`src/rtl/bpb_pkg.sv`:
```
// Shared types, counter constants and the saturating-counter helper for the
// branch prediction buffer write path.
package bpb_pkg;

    typedef logic [1:0] cnt_t;

    localparam cnt_t CNT_WEAK_NT = 2'b01;
    localparam cnt_t CNT_MAX     = 2'b11;
    localparam cnt_t CNT_MIN     = 2'b00;

    // Two-bit saturating increment on taken, decrement on not-taken.
    function automatic cnt_t cnt_sat_update(input cnt_t cnt, input logic taken);
        cnt_t res;
        if (taken) begin
            if (cnt == CNT_MAX) res = CNT_MAX;
            else                res = cnt + 2'b01;
        end else begin
            if (cnt == CNT_MIN) res = CNT_MIN;
            else                res = cnt - 2'b01;
        end
        return res;
    endfunction

endpackage

```
`src/rtl/bpb_write_scheduler_if.sv`:
```
// Requester and BPB-port signals of the write scheduler. The slave side is the
// scheduler; the master side is the fetch/execute requesters plus the BPB array.
interface bpb_write_scheduler_if #(
    parameter int IDX_W     = 4,
    parameter int TAG_WIDTH = 30
);
    import bpb_pkg::*;

    logic                 alloc_req;
    logic [TAG_WIDTH-1:0] alloc_tag;
    logic                 alloc_ready;
    logic                 upd_valid;
    logic [IDX_W-1:0]     upd_idx;
    logic                 upd_taken;
    logic                 upd_ready;
    logic [IDX_W-1:0]     cnt_rd_idx;
    cnt_t                 cnt_rd_data;
    logic                 w_en;
    logic [IDX_W-1:0]     w_idx;
    logic                 w_tag_en;
    logic [TAG_WIDTH-1:0] w_tag;
    logic                 w_valid;
    cnt_t                 w_cnt;

    modport master (
        output alloc_req, alloc_tag, upd_valid, upd_idx, upd_taken, cnt_rd_data,
        input  alloc_ready, upd_ready, cnt_rd_idx,
        input  w_en, w_idx, w_tag_en, w_tag, w_valid, w_cnt
    );

    modport slave (
        input  alloc_req, alloc_tag, upd_valid, upd_idx, upd_taken, cnt_rd_data,
        output alloc_ready, upd_ready, cnt_rd_idx,
        output w_en, w_idx, w_tag_en, w_tag, w_valid, w_cnt
    );

endinterface

```
`src/rtl/bpb_write_scheduler_upd_fifo.sv`:
```
// In-order queue of resolved-branch updates. Entries carry a live bit that a
// reallocation of the same BPB index can clear while the entry waits.
module bpb_upd_fifo
    import bpb_pkg::*;
#(
    parameter int IDX_W  = 4,
    parameter int QDEPTH = 4
) (
    input  logic             clk,
    input  logic             reset,
    input  logic             push_i,
    input  logic [IDX_W-1:0] push_idx_i,
    input  logic             push_taken_i,
    input  logic             push_live_i,
    input  logic             pop_i,
    input  logic             kill_en_i,
    input  logic [IDX_W-1:0] kill_idx_i,
    output logic [IDX_W-1:0] head_idx_o,
    output logic             head_taken_o,
    output logic             head_live_o,
    output logic             empty_o,
    output logic             full_o
);

    localparam int PTR_W = $clog2(QDEPTH);
    localparam int CNT_W = $clog2(QDEPTH + 1);

    typedef struct packed {
        logic [IDX_W-1:0] idx;
        logic             taken;
        logic             live;
    } upd_entry_t;

    upd_entry_t       mem_q [QDEPTH];
    logic [PTR_W-1:0] head_q;
    logic [PTR_W-1:0] tail_q;
    logic [CNT_W-1:0] count_q;
    logic [CNT_W-1:0] count_d;

    // Occupancy next-state; a simultaneous push and pop leaves it unchanged.
    always_comb begin
        count_d = count_q;
        case ({push_i, pop_i})
            2'b10:   count_d = count_q + CNT_W'(1);
            2'b01:   count_d = count_q - CNT_W'(1);
            default: count_d = count_q;
        endcase
    end

    // Storage, pointers and live-bit kill; the pushed slot is written last so a
    // fresh entry keeps the live value decided for it this cycle.
    always_ff @(posedge clk or posedge reset) begin
        if (reset) begin
            head_q  <= '0;
            tail_q  <= '0;
            count_q <= '0;
            for (int i = 0; i < QDEPTH; i++) begin
                mem_q[i] <= '0;
            end
        end else begin
            for (int i = 0; i < QDEPTH; i++) begin
                if (kill_en_i && (mem_q[i].idx == kill_idx_i)) begin
                    mem_q[i].live <= 1'b0;
                end
            end
            if (push_i) begin
                mem_q[tail_q] <= '{idx: push_idx_i, taken: push_taken_i, live: push_live_i};
                tail_q        <= tail_q + PTR_W'(1);
            end
            if (pop_i) begin
                head_q <= head_q + PTR_W'(1);
            end
            count_q <= count_d;
        end
    end

    assign head_idx_o   = mem_q[head_q].idx;
    assign head_taken_o = mem_q[head_q].taken;
    assign head_live_o  = mem_q[head_q].live;
    assign empty_o      = (count_q == CNT_W'(0));
    assign full_o       = (count_q == CNT_W'(QDEPTH));

endmodule

```
`src/rtl/bpb_write_scheduler.sv`:
```
// Single BPB write port shared by fetch-side allocation and execute-side
// counter updates. Allocation wins unless the update queue is full.
module bpb_write_scheduler
    import bpb_pkg::*;
#(
    parameter int ENTRIES   = 16,
    parameter int TAG_WIDTH = 30,
    parameter int QDEPTH    = 4
) (
    input  logic                    clk,
    input  logic                    reset,
    input  logic                    stall,
    input  logic                    flush,
    bpb_write_scheduler_if.slave    bus
);

    localparam int IDX_W = $clog2(ENTRIES);

    logic [IDX_W-1:0]     vptr_q;
    logic [IDX_W-1:0]     vptr_d;
    logic                 alloc_eff_s;
    logic                 grant_upd_s;
    logic                 grant_alloc_s;
    logic                 upd_ready_s;
    logic                 push_s;
    logic                 push_live_s;
    logic [IDX_W-1:0]     head_idx_s;
    logic                 head_taken_s;
    logic                 head_live_s;
    logic                 fifo_empty_s;
    logic                 fifo_full_s;
    logic                 w_en_s;
    logic                 w_tag_en_s;
    logic [IDX_W-1:0]     w_idx_s;
    logic [TAG_WIDTH-1:0] w_tag_s;
    cnt_t                 w_cnt_s;

    // Arbitration: a flushed request counts as absent, and a full queue drains first.
    always_comb begin
        alloc_eff_s   = bus.alloc_req & ~flush;
        grant_upd_s   = ~reset & ~stall & ~fifo_empty_s & (~alloc_eff_s | fifo_full_s);
        grant_alloc_s = ~reset & ~stall & alloc_eff_s & ~grant_upd_s;
        upd_ready_s   = ~fifo_full_s | grant_upd_s;
        push_s        = bus.upd_valid & upd_ready_s;
        push_live_s   = ~(grant_alloc_s & (bus.upd_idx == vptr_q));
        if (grant_alloc_s) begin
            vptr_d = vptr_q + IDX_W'(1);
        end else begin
            vptr_d = vptr_q;
        end
    end

    // Write-port mux; a dead head is popped without touching the array.
    always_comb begin
        w_en_s     = 1'b0;
        w_tag_en_s = 1'b0;
        w_idx_s    = vptr_q;
        w_tag_s    = bus.alloc_tag;
        w_cnt_s    = CNT_WEAK_NT;
        if (grant_alloc_s) begin
            w_en_s     = 1'b1;
            w_tag_en_s = 1'b1;
        end else if (grant_upd_s && head_live_s) begin
            w_en_s  = 1'b1;
            w_idx_s = head_idx_s;
            w_cnt_s = cnt_sat_update(bus.cnt_rd_data, head_taken_s);
        end else begin
            w_en_s = 1'b0;
        end
    end

    // Round-robin victim pointer; holds under stall because no grant is given.
    always_ff @(posedge clk or posedge reset) begin
        if (reset) begin
            vptr_q <= '0;
        end else begin
            vptr_q <= vptr_d;
        end
    end

    bpb_upd_fifo #(
        .IDX_W  (IDX_W),
        .QDEPTH (QDEPTH)
    ) u_fifo (
        .clk          (clk),
        .reset        (reset),
        .push_i       (push_s),
        .push_idx_i   (bus.upd_idx),
        .push_taken_i (bus.upd_taken),
        .push_live_i  (push_live_s),
        .pop_i        (grant_upd_s),
        .kill_en_i    (grant_alloc_s),
        .kill_idx_i   (vptr_q),
        .head_idx_o   (head_idx_s),
        .head_taken_o (head_taken_s),
        .head_live_o  (head_live_s),
        .empty_o      (fifo_empty_s),
        .full_o       (fifo_full_s)
    );

    assign bus.alloc_ready = grant_alloc_s;
    assign bus.upd_ready   = upd_ready_s;
    assign bus.cnt_rd_idx  = head_idx_s;
    assign bus.w_en        = w_en_s;
    assign bus.w_idx       = w_idx_s;
    assign bus.w_tag_en    = w_tag_en_s;
    assign bus.w_tag       = w_tag_s;
    assign bus.w_valid     = 1'b1;
    assign bus.w_cnt       = w_cnt_s;

endmodule
```
`src/flat_wrapper.sv`:
```
// flat-port wrapper written by rule: the top's interface ports become plain ports
module bpb_write_scheduler_flat import bpb_pkg::*;
#(
    parameter int ENTRIES   = 16,
    parameter int TAG_WIDTH = 30,
    parameter int QDEPTH    = 4
)
  (clk, reset, stall, flush, bus_alloc_req, bus_alloc_tag, bus_upd_valid, bus_upd_idx, bus_upd_taken, bus_cnt_rd_data, bus_alloc_ready, bus_upd_ready, bus_cnt_rd_idx, bus_w_en, bus_w_idx, bus_w_tag_en, bus_w_tag, bus_w_valid, bus_w_cnt);
  bpb_write_scheduler_if #(.TAG_WIDTH(TAG_WIDTH)) bus_i ();
  input  logic clk;
  input  logic reset;
  input  logic stall;
  input  logic flush;
  input wire logic [$bits(bus_i.alloc_req)-1:0] bus_alloc_req;
  input wire logic [$bits(bus_i.alloc_tag)-1:0] bus_alloc_tag;
  input wire logic [$bits(bus_i.upd_valid)-1:0] bus_upd_valid;
  input wire logic [$bits(bus_i.upd_idx)-1:0] bus_upd_idx;
  input wire logic [$bits(bus_i.upd_taken)-1:0] bus_upd_taken;
  input wire logic [$bits(bus_i.cnt_rd_data)-1:0] bus_cnt_rd_data;
  output wire logic [$bits(bus_i.alloc_ready)-1:0] bus_alloc_ready;
  output wire logic [$bits(bus_i.upd_ready)-1:0] bus_upd_ready;
  output wire logic [$bits(bus_i.cnt_rd_idx)-1:0] bus_cnt_rd_idx;
  output wire logic [$bits(bus_i.w_en)-1:0] bus_w_en;
  output wire logic [$bits(bus_i.w_idx)-1:0] bus_w_idx;
  output wire logic [$bits(bus_i.w_tag_en)-1:0] bus_w_tag_en;
  output wire logic [$bits(bus_i.w_tag)-1:0] bus_w_tag;
  output wire logic [$bits(bus_i.w_valid)-1:0] bus_w_valid;
  output wire logic [$bits(bus_i.w_cnt)-1:0] bus_w_cnt;
  assign bus_i.alloc_req = bus_alloc_req;
  assign bus_i.alloc_tag = bus_alloc_tag;
  assign bus_i.upd_valid = bus_upd_valid;
  assign bus_i.upd_idx = bus_upd_idx;
  assign bus_i.upd_taken = bus_upd_taken;
  assign bus_i.cnt_rd_data = bus_cnt_rd_data;
  assign bus_alloc_ready = bus_i.alloc_ready;
  assign bus_upd_ready = bus_i.upd_ready;
  assign bus_cnt_rd_idx = bus_i.cnt_rd_idx;
  assign bus_w_en = bus_i.w_en;
  assign bus_w_idx = bus_i.w_idx;
  assign bus_w_tag_en = bus_i.w_tag_en;
  assign bus_w_tag = bus_i.w_tag;
  assign bus_w_valid = bus_i.w_valid;
  assign bus_w_cnt = bus_i.w_cnt;
  bpb_write_scheduler #(.ENTRIES(ENTRIES), .TAG_WIDTH(TAG_WIDTH), .QDEPTH(QDEPTH)) u_core (.clk(clk), .reset(reset), .stall(stall), .flush(flush), .bus(bus_i));
endmodule
```
`config.mk`:
```
export PLATFORM = sky130hd
export DESIGN_NAME = bpb_write_scheduler_flat
export DESIGN_NICKNAME = d
export VERILOG_FILES = /design/src/rtl/bpb_pkg.sv /design/src/rtl/bpb_write_scheduler_if.sv /design/src/rtl/bpb_write_scheduler_upd_fifo.sv /design/src/rtl/bpb_write_scheduler.sv /design/src/flat_wrapper.sv
export SDC_FILE = /design/constraint.sdc
export NUM_CORES = 1
export LEC_CHECK = 0
export BUFFER_PORTS_ARGS = -buffer_cell sky130_fd_sc_hd__buf_2
export CORE_MARGIN = 2
export CORE_UTILIZATION = 50
export CTS_CLUSTER_DIAMETER = 50
export DETAILED_ROUTE_END_ITERATION = 8
export PLACE_DENSITY = 0.92
export RECOVER_POWER = 25
export SYNTH_ARGS = -nofsm -noshare
export SYNTH_HDL_FRONTEND = slang
export SYNTH_SLANG_ARGS = --single-unit
```
`constraint.sdc`:
```
create_clock -name clk -period 3.2 [get_ports clk]
set_clock_uncertainty 0.1 [all_clocks]
set_input_delay 0.64 -clock clk [delete_from_list [all_inputs] [get_ports clk]]
set_output_delay 0.64 -clock clk [all_outputs]
set_load 0.005 [all_outputs]
```
# Word-level counts from Yosys, hierarchy flattened
# Cells that the tools add are included.
[word_totals] register_bits=35 inputBits=43 output_inout_bits=45 elab_cells=86
[classes] n_addsub=7 order_cmp=3 n_eq_ne=9 muxes=22 bitwise_logic=20 reduce_logical=9
[ops] op="bitwise mux 24 bit" count=1
[ops] op="equality test 4 bit" count=5
[ops] op="2-to-1 mux 19 bit" count=1
[ops] op="2-to-1 mux 6 bit" count=3
[ops] op="binary-select mux 6 bit (select 2 bit)" count=1
[ops] op="demux 6 bit (select 2 bit)" count=1
[ops] op="2-to-1 mux 2 bit" count=5
[ops] op="bitwise AND 1 bit" count=8
[ops] op="2-to-1 mux 4 bit" count=2
[ops] op="inverter 1 bit" count=8
[ops] op="2-to-1 mux 1 bit" count=7
[ops] op="adder 2 x 1 -> 2 bit (second input constant)" count=3
[ops] op=">= comparator 3 bit (second input constant)" count=2
[ops] op="logical AND 1 bit" count=6
[ops] op="inverter 2 -> 3 bit" count=2
[ops] op="case mux 3 bit (2 select lines)" count=1
[ops] op="adder 4 x 1 -> 4 bit (second input constant)" count=1
[ops] op="equality test 2 bit (second input constant)" count=2
[ops] op="adder 3 x 1 -> 3 bit (second input constant)" count=1
[ops] op="equality test 3 bit (second input constant)" count=1
[ops] op="logical NOT 3 bit" count=1
[ops] op="< comparator 3 x 1 -> 1 bit (second input constant)" count=1
[ops] op="subtractor 3 x 1 -> 3 bit (second input constant)" count=1
[ops] op="equality test 2 x 1 -> 1 bit (second input constant)" count=1
[ops] op="other kinds (4)" count=5

# Logic depth before layout (Yosys ltp)
# Gate-level depths: netlist of run 1.
[logic_depth] ltp_word=11 ltp_mapped=10 mapped_depth_nobuf=9

# Modules after synthesis
# Synthesis of run 1 repeated with hierarchy kept, for this count alone.
[hier_totals] cells_unflattened=203 hier_area_um2=2262.2
[by_module_without_submodules] mod="bpb_upd_fifo" instances=1 cells_each=130 area_each_um2=1635.3 seq_area_each_um2=775.7
[by_module_without_submodules] mod="bpb_write_scheduler" instances=1 cells_each=73 area_each_um2=626.9 seq_area_each_um2=100.1

# Least setup slack after synthesis of run 1
# Ideal clock, no wire load.
[synth_timing] path_kind="input to output" from="in bus_alloc_req" to="out bus_w_idx[0]" arrival_time_ns=1.847 required_ns=2.460 path_slack_ns=0.613 path_stages=5 n_path_buf=1 cell_sequence="nor2b_1 -> a2111oi_4 -> and2_0 -> buf_2 -> mux2_2"
[synth_between] elab_chain_len=7 word_cells_on_any_way=10 classes_between="mux (2); bitwise (7); reduce/logical (1)"
[synth_rtl] item="from (decl)" line="flat_wrapper.sv:14" source="input wire logic [$bits(bus_i.alloc_req)-1:0] bus_alloc_req;"
[synth_rtl] item="bitwise AND 1 bit *" line="bpb_write_scheduler.sv:40" source="alloc_eff_s = bus.alloc_req & ~flush;"
[synth_rtl] item="inverter 1 bit *" line="bpb_write_scheduler.sv:41" source="grant_upd_s = ~reset & ~stall & ~fifo_empty_s & (~alloc_eff_s | fifo_full_s);"
[synth_rtl] item="bitwise OR 1 bit *" line="bpb_write_scheduler.sv:41"
[synth_rtl] item="bitwise AND 1 bit *" line="bpb_write_scheduler.sv:41"
[synth_rtl] item="via u_core.grant_upd_s" line="bpb_write_scheduler.sv:22" source="logic grant_upd_s;"
[synth_rtl] item="logical AND 1 bit / inverter 1 bit (equally long branches)" line="bpb_write_scheduler.sv:63, bpb_write_scheduler.sv:42"
[synth_rtl] item="2-to-1 mux 4 bit / bitwise AND 1 bit (equally long branches)" line="bpb_write_scheduler.sv:63, bpb_write_scheduler.sv:42"
[synth_rtl] item="2-to-1 mux 4 bit *" line="bpb_write_scheduler.sv:60" source="if (grant_alloc_s) begin"
[synth_rtl] item="to (decl)" line="flat_wrapper.sv:24" source="output wire logic [$bits(bus_i.w_idx)-1:0] bus_w_idx;"
# The timed path passes the listed nets; every way through them passes the cells marked *.

# Worst setup path in the final report of run 1
[layout_timing] from="reg u_core.u_fifo.count_q[1]" to="out bus_w_idx[1]"
[layout_between] elab_chain_len=7 word_cells_on_any_way=11 classes_between="eq/ne (1); mux (2); bitwise (6); reduce/logical (2)"
[layout_rtl] item="from (decl)" line="bpb_write_scheduler_upd_fifo.sv:37" source="logic [CNT_W-1:0] count_q;"
[layout_rtl] item="from (signal assigned)" line="bpb_write_scheduler_upd_fifo.sv:73" source="count_q <= count_d;"
[layout_rtl] item="logical NOT 3 bit" line="bpb_write_scheduler_upd_fifo.sv:80" source="assign empty_o = (count_q == CNT_W'(0));"
[layout_rtl] item="inverter 1 bit" line="bpb_write_scheduler.sv:41"
[layout_rtl] item="bitwise AND 1 bit" line="bpb_write_scheduler.sv:41"
[layout_rtl] item="bitwise AND 1 bit *" line="bpb_write_scheduler.sv:41"
[layout_rtl] item="via u_core.grant_upd_s" line="bpb_write_scheduler.sv:22"
[layout_rtl] item="logical AND 1 bit / inverter 1 bit (equally long branches)" line="bpb_write_scheduler.sv:63, bpb_write_scheduler.sv:42"
[layout_rtl] item="2-to-1 mux 4 bit / bitwise AND 1 bit (equally long branches)" line="bpb_write_scheduler.sv:63, bpb_write_scheduler.sv:42"
[layout_rtl] item="2-to-1 mux 4 bit *" line="bpb_write_scheduler.sv:60"
# Marked as above.

==> metrics.txt, run 1 <==
CP Launch Point=u_core.u_fifo.count_q[1]; Crit path required time=2.46 ns; DRC violation count after routing=0; Initial DRC Count=64; width of the die=72.86 µm; unrepaired setup endpoints after global routing=no; library cell used as clock root buffer=clkbuf_8; mux share of post-synthesis cell area=22.43%; post-cts gate resize count=0; largest buffer count on any clock path=2; transition time at the pin with the least slew margin=roughly 1.8 ns; list of cells traversed by the critical path=or2_2 -> a2111oi_4 -> and2_1 -> mux2_2 -> buf_2; Setup violations, final=0; Critical Path AT=2.31 ns; Hold Buf Count CTS=0; result of the run=finished with violations; critical-path maximum fanout=7; share of flip-flops with an asynchronous set or reset after synthesis=100.0%; synthesized netlist net count=250; share of final-layout standard cells stronger than drive strength 1=37.31%; largest family of logic cells by synthesized area=multiplexers; number of global-route vias before repair=1386; core region area=~0.0047 mm²; cell count after synthesis=200; area fraction of the dominant cell type after synthesis=36.94%; postcts setup bufs=0; die height=72.86 µm; Max Slew Vio Count=36; critical path endpoint category=output pin; Pleak=1.032 nW; detailed-route wire length per cell=roughly 17 µm; max_slew headroom=-22.92%; total CTS buffers=5; cell family with the largest share of critical-path delay=simple AND/OR/NAND/NOR gates; dominant cell type by area after synthesis=dfrtp_1; Critical-path top delay cell=dfrtp_1; first-pass GRT wire length=6.948 mm; Initial Util=between 50% and 60%; final hold slack=0.3889 ns; xor/xnor cell area share of the yosys netlist=10.71%; buffering stage count on the worst path with inverters included=1; area of the mapped netlist=around 0.0024 mm²; Vias=approximately 1.4k; Final Total Pwr=2.416 mW; power per unit of standard cell area=between 1000 and 1500 mW/mm²; highest achievable clock rate=327.7 MHz; final wirelength=4.261 mm; startpoint of the lowest-slack hold path=u_core.u_fifo.count_q[2]; number of library cell types mapped by synthesis=31; detail-routed via count per cell=5.510; global-route total usage across every layer=17.93%; hold violation total from the final report=0; number of enable-type register cells in the synthesized netlist=0; clock latency reported for the late side of the worst-skew pair=0.29 ns; clk sinks=35; Hold Path Depth=1; post-synthesis average cell area=11.86 µm²; top-level port count=88; Clk pin slew, worst setup/hold paths=0.06 ns; largest net degree at the start of global routing=36; shortest period the worst path allows=3.052 ns; kind of critical path=flip-flop to output pin; number of I/O port buffers=26; Synth warnings=0; Placement Rows=25; CTS tree=built; adder and majority gate portion of the synthesized area=under 10%; antenna diode count=0; leftover overflow at the end of global routing=0; delay contributed by the slowest stage of the critical path=around 0.42 ns; count of antenna-violating nets left after detailed routing=0; full die area=0.005309 mm²; worst-case reg-to-reg path depth=9; post-detail-place hpwl=3.084 mm; VDD IR-drop max=0.2930 mV; path length in cells of the critical path=5; leading cell type by number of instances after synthesis=dfrtp_1; routability congestion estimate from global placement=0.8695; most frequent cells after synthesis=dfrtp_1 (35), buf_4 (32), xnor2_1 (25); failing checks=max-capacitance violations, max-slew violations; register area share after synthesis=36.94%; number of maximum-capacitance violations=1; post-synthesis to final-layout area growth=-0.4223%; number of iterations in the first detailed-routing pass=4; leading register cell type out of synthesis=dfrtp_1; worst setup slack before clock tree synthesis=0.1516 ns; worst hold-check path type=flip-flop to flip-flop; critical register-to-register path startpoint=u_core.u_fifo.count_q[1]; H-tree depth reported by CTS=2; final worst-path cycle share=95.37%; top area cells in the synthesized netlist=dfrtp_1 (37%), mux2_4 (13%), buf_4 (10%); fraction of the mapped netlist area in compound gates=3.166%; count of state elements after synthesis=35; number of nets at the end of the flow=242; Final Worst Setup Slack=~0.15 ns; post-synthesis share of cell area spent on and, or, nand and nor gates=7.599%; launching element type of the critical path=flip-flop; total negative slack=0 ns; initial antenna violation count=0
placed cells by master, fill, tap and decap left out, types with 5 or more instances in the layout:
| master | n |
|---|---|
| mux4_2 | 6 |
| buf_2 | 25 |
| clkbuf_8 | 7 |
| o21ai_0 | 7 |
| inv_1 | 8 |
| mux2_4 | 20 |
| ha_1 | 6 |
| dfrtp_1 | 35 |
| nor2_1 | 5 |
| mux2_2 | 5 |
| nand2_1 | 8 |
| xnor2_1 | 25 |
| nand4_1 | 5 |
through the flow:
| step | instance area (µm²) | utilization (%) | instances |
|---|---|---|---|
| 3_5_place_dp | 2266 | 48.62 | 239 |
| 4_1_cts | 2366 | 50.77 | 247 |
| 3_3_place_gp | 2266 | 48.62 | 239 |
| 2_1_floorplan | 2371 | - | 200 |
| 6_report | 2361 | 50.66 | 247 |
| 5_1_grt | 2361 | 50.66 | 247 |
cell families after synthesis:
kind of cell             after synthesis
adder cells (fa/ha/maj)                7
AND/OR/NAND/NOR                       31
AO/OA/AOI/OAI                         10
multiplexers                          35
buffers and inverters                 52
XOR/XNOR                              29
other                                  1
flip-flops                            35
area by class of cell:
type / count / area, µm²
Timing Repair Buffer: 29 / 147.6
Tap cell: 54 / 67.56
Fill cell: 406 / 2300
Multi-Input combinational cell: 113 / 1140
Clock buffer: 8 / 100.1
Inverter: 8 / 30.03
Sequential cell: 35 / 875.8
where the power goes:
group          switching, mW  internal (mW)
logic                  0.424          0.704
clock network          0.159          0.196
registers              0.269          0.663
total                  0.852           1.56
registers in the layout, summed over array words and instances, names as in the netlist:
signal	cells
u_core.vptr_q	4
u_core.u_fifo.mem_q	24
u_core.u_fifo.head_q	2
u_core.u_fifo.tail_q	2
u_core.u_fifo.count_q	3
layer usage:
layer	part of all wire, %	wire [µm]	vias up	global-route usage (%)
met1	44	1859	688	23.14
met3	6.0	256	10	6.906
li1	-	-	616	-
met4	1.2	50	0	5.967
met2	49	2095	47	27.78
met5	0	0	-	0
worst register-to-register path, stage by stage, from the launching register on:
cell and delay [ns]:
dfrtp_1 0.42, or3b_1 0.40, or2_1 0.30, nand2_1 0.16
ha_1 0.20, inv_1 0.07, fa_1 0.43, xor2_1 0.15
nor2_1 0.12, xor2_1 0.15
final timing paths:
check | endpoint | slack [ns]
max | bus_w_idx[1] | 0.15
min reg2reg | u_core.u_fifo.count_q[2] | 0.39
max in group asynchronous | u_core.u_fifo.mem_q[7] | 0.99
min | u_core.u_fifo.count_q[2] | 0.39
max reg2reg | u_core.u_fifo.count_q[2] | 0.64
min in group asynchronous | u_core.u_fifo.mem_q[12] | 0.94
Note: power is estimated with default switching activity, not from simulation.
==> run 2, diff against run 1 <==
Settings changed: BUFFER_PORTS_ARGS -buffer_cell sky130_fd_sc_hd__buf_2 to -buffer_cell sky130_fd_sc_hd__buf_4.
==> run 2 against run 1 <==
  * The run still ends with max-capacitance violations, max-slew violations left
  * Utilization increased by 0.94 points
  * Via count decreased by 1.2%
  * Wire length decreased by 1.5%
  * Combinational power increased by 5%
  * Power increased by 0.11%
  * Worst hold slack improved by 0.016 ns
  * Register-to-register slack got worse by 0.04 ns
==> metrics.txt, run 2 (same netlist as run 1, synthesis figures left out) <==
result of the run=finished with violations; failing checks=max-capacitance violations, max-slew violations; flip-flop count of the largest register, all copies and words added=24 (unchanged); post-synthesis to final-layout area growth=1.425%; critical path endpoint category=output pin; Initial DRC Count=89 (+39%); Setup violations, final=0 (unchanged); post-detail-place hpwl=3.061 mm (-0.75%); routed length on met1=1.815 mm (-2.4%); CTS tree=built; full die area=0.005309 mm² (unchanged); power per unit of standard cell area=1006 mW/mm² (-1.7%); final wirelength=4.197 mm (-1.5%); DRC violation count after routing=0 (unchanged); leftover overflow at the end of global routing=0 (unchanged); share of total power consumed by net switching=34.97% (-0.30 points); count of antenna-violating nets left after detailed routing=0 (unchanged); clk sinks=35 (unchanged); number of iterations in the first detailed-routing pass=4 (unchanged); top library cells by usage in the layout, fill and taps aside=dfrtp_1 (35), buf_4 (27), xnor2_1 (25), mux2_4 (20); core region area=0.004661 mm² (unchanged); Crit path required time=2.46 ns (about the same); Placement Rows=25 (unchanged); library cell used as clock root buffer=clkbuf_8; Largest regs=u_core.u_fifo.mem_q (24), u_core.vptr_q (4), u_core.u_fifo.count_q (3); Internal Dissipation=1.573 mW (+0.57%); worst hold-check path type=flip-flop to flip-flop; share of final-layout standard cells stronger than drive strength 1=36.79% (-0.52 points); width of the die=72.86 µm (unchanged); Combinational Power Share=49.1% (+2.4 points); total negative slack=0 ns (unchanged); register ranked first by flip-flop count=u_core.u_fifo.mem_q; routability congestion estimate from global placement=0.7787 (-10%); Vias=1344 (-1.2%); initial antenna violation count=0 (unchanged); launching element type of the critical path=flip-flop; Pleak=1.040 nW (+0.83%); highest achievable clock rate=331.0 MHz (+1.0%); met2 wirelength from detailed routing=2.148 mm (+2.5%); transition time at the pin with the least slew margin=1.908 ns (+0.06365 ns); detail-routed via count per cell=5.441 (-1.2%); worst setup slack before clock tree synthesis=0.1525 ns (+0.0008430 ns); Met3 Routed Length=197 µm (-23%); detailed-route wire length per cell=16.99 µm (-1.5%); number of maximum-capacitance violations=1 (unchanged); number of global-route vias before repair=1435 (+3.5%); register share of total power=38.4% (-0.2 points); largest net degree at the start of global routing=36 (unchanged); kind of critical path=flip-flop to output pin; critical-path maximum fanout=7 (unchanged); relative contribution of the clock network to total power=12.5% (-2.2 points); Initial Util=50.87% (unchanged); Max Slew Vio Count=36 (unchanged); commonest non-fill, non-tap cell in the layout=dfrtp_1; antenna diode count=0 (unchanged); max_slew headroom=-27.17% (-4.2 points); hold violation total from the final report=0 (unchanged); number of I/O port buffers=26 (unchanged); net load switching power=845.7 µW (-0.73%); die height=72.86 µm (unchanged); Critical Path AT=2.28 ns (-0.03 ns); top-level port count=88 (unchanged); VDD IR-drop max=0.3057 mV (+4.3%); top routing layer in use=met4; number of inserted filler cells in the final layout=388 (-4.4%); unrepaired setup endpoints after global routing=no; first-pass GRT wire length=6.872 mm (-1.1%); largest buffer count on any clock path=2 (unchanged); Clk pin slew, worst setup/hold paths=0.07 ns (about the same); H-tree depth reported by CTS=2 (unchanged); clock latency reported for the late side of the worst-skew pair=0.28 ns (about the same); global-route total usage across every layer=17.37% (-0.55 points); Final Worst Setup Slack=0.1789 ns (+0.03070 ns); total CTS buffers=5 (unchanged); final worst-path cycle share=94.41% (-0.96 points); number of nets at the end of the flow=242 (unchanged); shortest period the worst path allows=3.021 ns (-0.03070 ns)
-- run 2: cell count changes in the layout (fill, tap and decap cells not counted) --
| cell | before | now |
|---|---|---|
| clkinv_2 | 0 | 1 |
| clkbuf_1 | 3 | 4 |
| buf_2 | 25 | 0 |
| buf_4 | 2 | 27 |
| clkbuf_8 | 7 | 5 |
-- run 2: path summary, 6_finish.rpt --
kind	startpoint	to	slack [ns]	depth (start not counted)
max	u_core.u_fifo.count_q[1]	bus_w_idx[1]	0.18	5
min	u_core.u_fifo.count_q[2]	u_core.u_fifo.count_q[2]	0.40	1
max reg2reg	u_core.u_fifo.count_q[1]	u_core.u_fifo.count_q[2]	0.60	9
min reg2reg	u_core.u_fifo.count_q[2]	u_core.u_fifo.count_q[2]	0.40	1
max in group asynchronous	reset	u_core.u_fifo.mem_q[12]	0.92	3
min in group asynchronous	reset	u_core.u_fifo.count_q[2]	0.98	3
-- run 2: metrics by stage --
stage	power (mW)	utilization (%)	hold WS [ns]	area (µm²)	instances
2_1_floorplan	1.832	-	0.3554	2371	200
3_3_place_gp	2.066	50.01	0.3724	2331	239
3_5_place_dp	2.123	50.01	0.3928	2331	239
5_1_grt	2.590	51.60	0.4156	2405	247
6_report	2.418	51.60	0.4049	2405	247
4_1_cts	2.440	51.76	0.3838	2412	247
-- run 2: power groups by stage --
stage	sequential (mW)	clock (mW)	combinational, mW
after global routing	0.961	0.328	1.30
after floorplan	0.795	0	1.04
after CTS	0.926	0.313	1.20
after global placement	0.915	0	1.15
after detailed placement	0.934	0	1.19
final	0.928	0.303	1.19
-- run 2: timing repair --
item,in CTS,in global routing
endpoints found under the setup margin,0,4
hold buffers,0,0
setup buffers,0,0
resized for setup,0,1
-- run 2: worst max-delay path, stage by stage, from the launching register on --
cell and delay [ns]:
dfrtp_1 0.42, or2_2 0.33, a2111oi_4 0.33, and2_1 0.40, mux2_2 0.39, buf_4 0.13
-- run 2: metal layers --
metal	vias to the layer above	track usage [%]
met5	-	0
met4	0	6.379
met3	10	5.249
met2	33	29.09
met1	688	21.18
li1	613	-
-- run 2: area by class of cell --
class	count	area, µm²	area share (%)
Sequential cell	35	875.8	36.42
Clock inverter	1	5.005	0.2081
Clock buffer	7	76.32	3.174
Multi-Input combinational cell	113	1140	47.40
Timing Repair Buffer	29	210.2	8.741
Tap cell	54	67.56	2.810
Inverter	8	30.03	1.249
==> run 3, diff against run 2 <==
Settings changed: CTS_BUF_LIST set to sky130_fd_sc_hd__clkbuf_8 sky130_fd_sc_hd__clkbuf_16.
==> run 3 against run 2 <==
  * The flow still finishes with violations (max-capacitance violations, max-slew violations)
  * Clock power shrank 2%
  * Worst hold slack about the same
  * Register-to-register slack barely moved
  * Critical endpoint unchanged
  * First-iteration DRC count rose by 3.4%
  * Non-clock buffer count stayed put
  * Cell count did not move
  * Combinational power about the same
  * Wire length shrank 0.31%
  * Critical path depth unchanged
  * Global-route usage unchanged
  * Setup slack improved by 0.00092 ns
  * Via count up 0.60%
==> metrics.txt, run 3 (same netlist as run 1, synthesis figures left out) <==
Pleak=1.049 nW (+0.80%); Setup violations, final=0 (unchanged); share of final-layout standard cells stronger than drive strength 1=36.79% (unchanged); Critical Path AT=2.28 ns (about the same); top-level port count=88 (unchanged); busiest metal layer after global routing=met2; total negative slack=0 ns (unchanged); register ranked first by flip-flop count=u_core.u_fifo.mem_q; Crit path required time=2.46 ns (about the same); final worst-path cycle share=94.38% (about the same); Layout Utilization=51.60% (unchanged); power per unit of standard cell area=1004 mW/mm² (-0.16%); H-tree depth reported by CTS=2 (unchanged); number of inserted filler cells in the final layout=388 (unchanged); shortest period the worst path allows=3.020 ns (-0.0009210 ns); full die area=0.005309 mm² (unchanged); launching element type of the critical path=flip-flop; hold violation total from the final report=0 (unchanged); post-synthesis to final-layout area growth=1.425% (unchanged); die height=72.86 µm (unchanged); Final Worst Setup Slack=0.1798 ns (+0.0009210 ns); Clk pin slew, worst setup/hold paths=0.07 ns (about the same); met1 capacity usage during global routing=21.18% (unchanged); leftover overflow at the end of global routing=0 (unchanged); core region area=0.004661 mm² (unchanged); result of the run=finished with violations; global-route total usage across every layer=17.37% (unchanged); number of nets at the end of the flow=242 (unchanged); initial antenna violation count=0 (unchanged); total CTS buffers=5 (unchanged); VDD IR-drop max=0.3068 mV (+0.35%); antenna diode count=0 (unchanged); detail-routed via count per cell=5.474 (+0.60%); met2 track demand over resource=29.09% (unchanged); critical-path maximum fanout=7 (unchanged); multi-input combinational cell area=0.001140 mm² (unchanged); post-detail-place hpwl=3.061 mm (unchanged); Placement Rows=25 (unchanged); clk sinks=35 (unchanged); Largest regs=u_core.u_fifo.mem_q (24), u_core.vptr_q (4), u_core.u_fifo.count_q (3); first-pass GRT wire length=6.872 mm (unchanged); Final Total Pwr=2.414 mW (-0.16%); kind of critical path=flip-flop to output pin; DRC violation count after routing=0 (unchanged); number of global-route vias before repair=1435 (unchanged); worst hold-check path type=flip-flop to flip-flop; postcts setup bufs=0 (unchanged); Initial DRC Count=92 (+3.4%); number of maximum-capacitance violations=1 (unchanged); post-cts gate resize count=0 (unchanged); worst setup slack before clock tree synthesis=0.1525 ns (unchanged); count of antenna-violating nets left after detailed routing=0 (unchanged); width of the die=72.86 µm (unchanged); Vias=1352 (+0.60%); unrepaired setup endpoints after global routing=no; top library cells by usage in the layout, fill and taps aside=dfrtp_1 (35), buf_4 (27), xnor2_1 (25), mux2_4 (20), inv_1 (10); number of I/O port buffers=26 (unchanged); detailed-route wire length per cell=16.94 µm (-0.31%); library cell used as clock root buffer=clkbuf_8; footprint of the flip-flops and latches=875.8 µm² (unchanged); largest net degree at the start of global routing=36 (unchanged); number of iterations in the first detailed-routing pass=4 (unchanged); CTS tree=built; commonest non-fill, non-tap cell in the layout=dfrtp_1; critical path endpoint category=output pin; max_slew headroom=-27.19% (about the same); highest achievable clock rate=331.1 MHz (about the same); transition time at the pin with the least slew margin=1.908 ns (+0.0002869 ns); routability congestion estimate from global placement=0.7787 (unchanged); clock latency reported for the late side of the worst-skew pair=0.29 ns (about the same); Max Slew Vio Count=36 (unchanged); Hold Buf Count CTS=0 (unchanged); final wirelength=4.184 mm (-0.31%); flip-flop count of the largest register, all copies and words added=24 (unchanged); Initial Util=50.87% (unchanged); largest buffer count on any clock path=2 (unchanged); met3 capacity usage during global routing=5.249% (unchanged); failing checks=max-capacitance violations, max-slew violations
run 3: cell count changes in the layout (fill, tap and decap cells not counted):
cell      change
clkbuf_1      -2
inv_1         +2
run 3: routing by layer:
metal | up-vias | wire (µm)
met1 | 698 | 1846
met4 | 0 | 38
li1 | 613 | -
met3 | 11 | 173
met2 | 30 | 2125
met5 | - | 0
run 3: stage by stage:
| stage | hold WS [ns] | std cells | instance area (µm²) |
|---|---|---|---|
| 2_1_floorplan | 0.3554 | 200 | 2371 |
| 3_3_place_gp | 0.3724 | 239 | 2331 |
| 3_5_place_dp | 0.3928 | 239 | 2331 |
| 4_1_cts | 0.3835 | 247 | 2412 |
| 5_1_grt | 0.4156 | 247 | 2405 |
| 6_report | 0.4050 | 247 | 2405 |
run 3: final cells by class:
class / instances / area share, %
clock buffer: 5 / 2.862
timing repair buffer: 29 / 8.741
clock inverter: 3 / 0.5203
inverter: 8 / 1.249
multi-input combinational: 113 / 47.40
tap: 54 / 2.810
sequential: 35 / 36.42
run 3: critical path: stages (launching register included):
cell and delay, ns:
dfrtp_1 0.42, or2_2 0.33, a2111oi_4 0.33, and2_1 0.40
mux2_2 0.39, buf_4 0.13
run 3: worst paths after layout:
path                                                from                       end  slack, ns  depth (start not counted)
worst max-delay path            u_core.u_fifo.count_q[1]              bus_w_idx[1]       0.18                          5
worst min-delay path            u_core.u_fifo.count_q[2]  u_core.u_fifo.count_q[2]       0.40                          1
worst max register to register  u_core.u_fifo.count_q[1]  u_core.u_fifo.count_q[2]       0.60                          9
worst min register to register  u_core.u_fifo.count_q[2]  u_core.u_fifo.count_q[2]       0.40                          1
max in group asynchronous                          reset    u_core.u_fifo.mem_q[6]       0.92                          3
min in group asynchronous                          reset  u_core.u_fifo.count_q[2]       0.98                          3
run 3: power breakdown:
part	switching (mW)	leakage (nW)	total (mW)	internal, mW
sequential	0.266	0.408	0.929	0.663
clock	0.152	0.0505	0.298	0.146
combinational	0.430	0.590	1.19	0.757
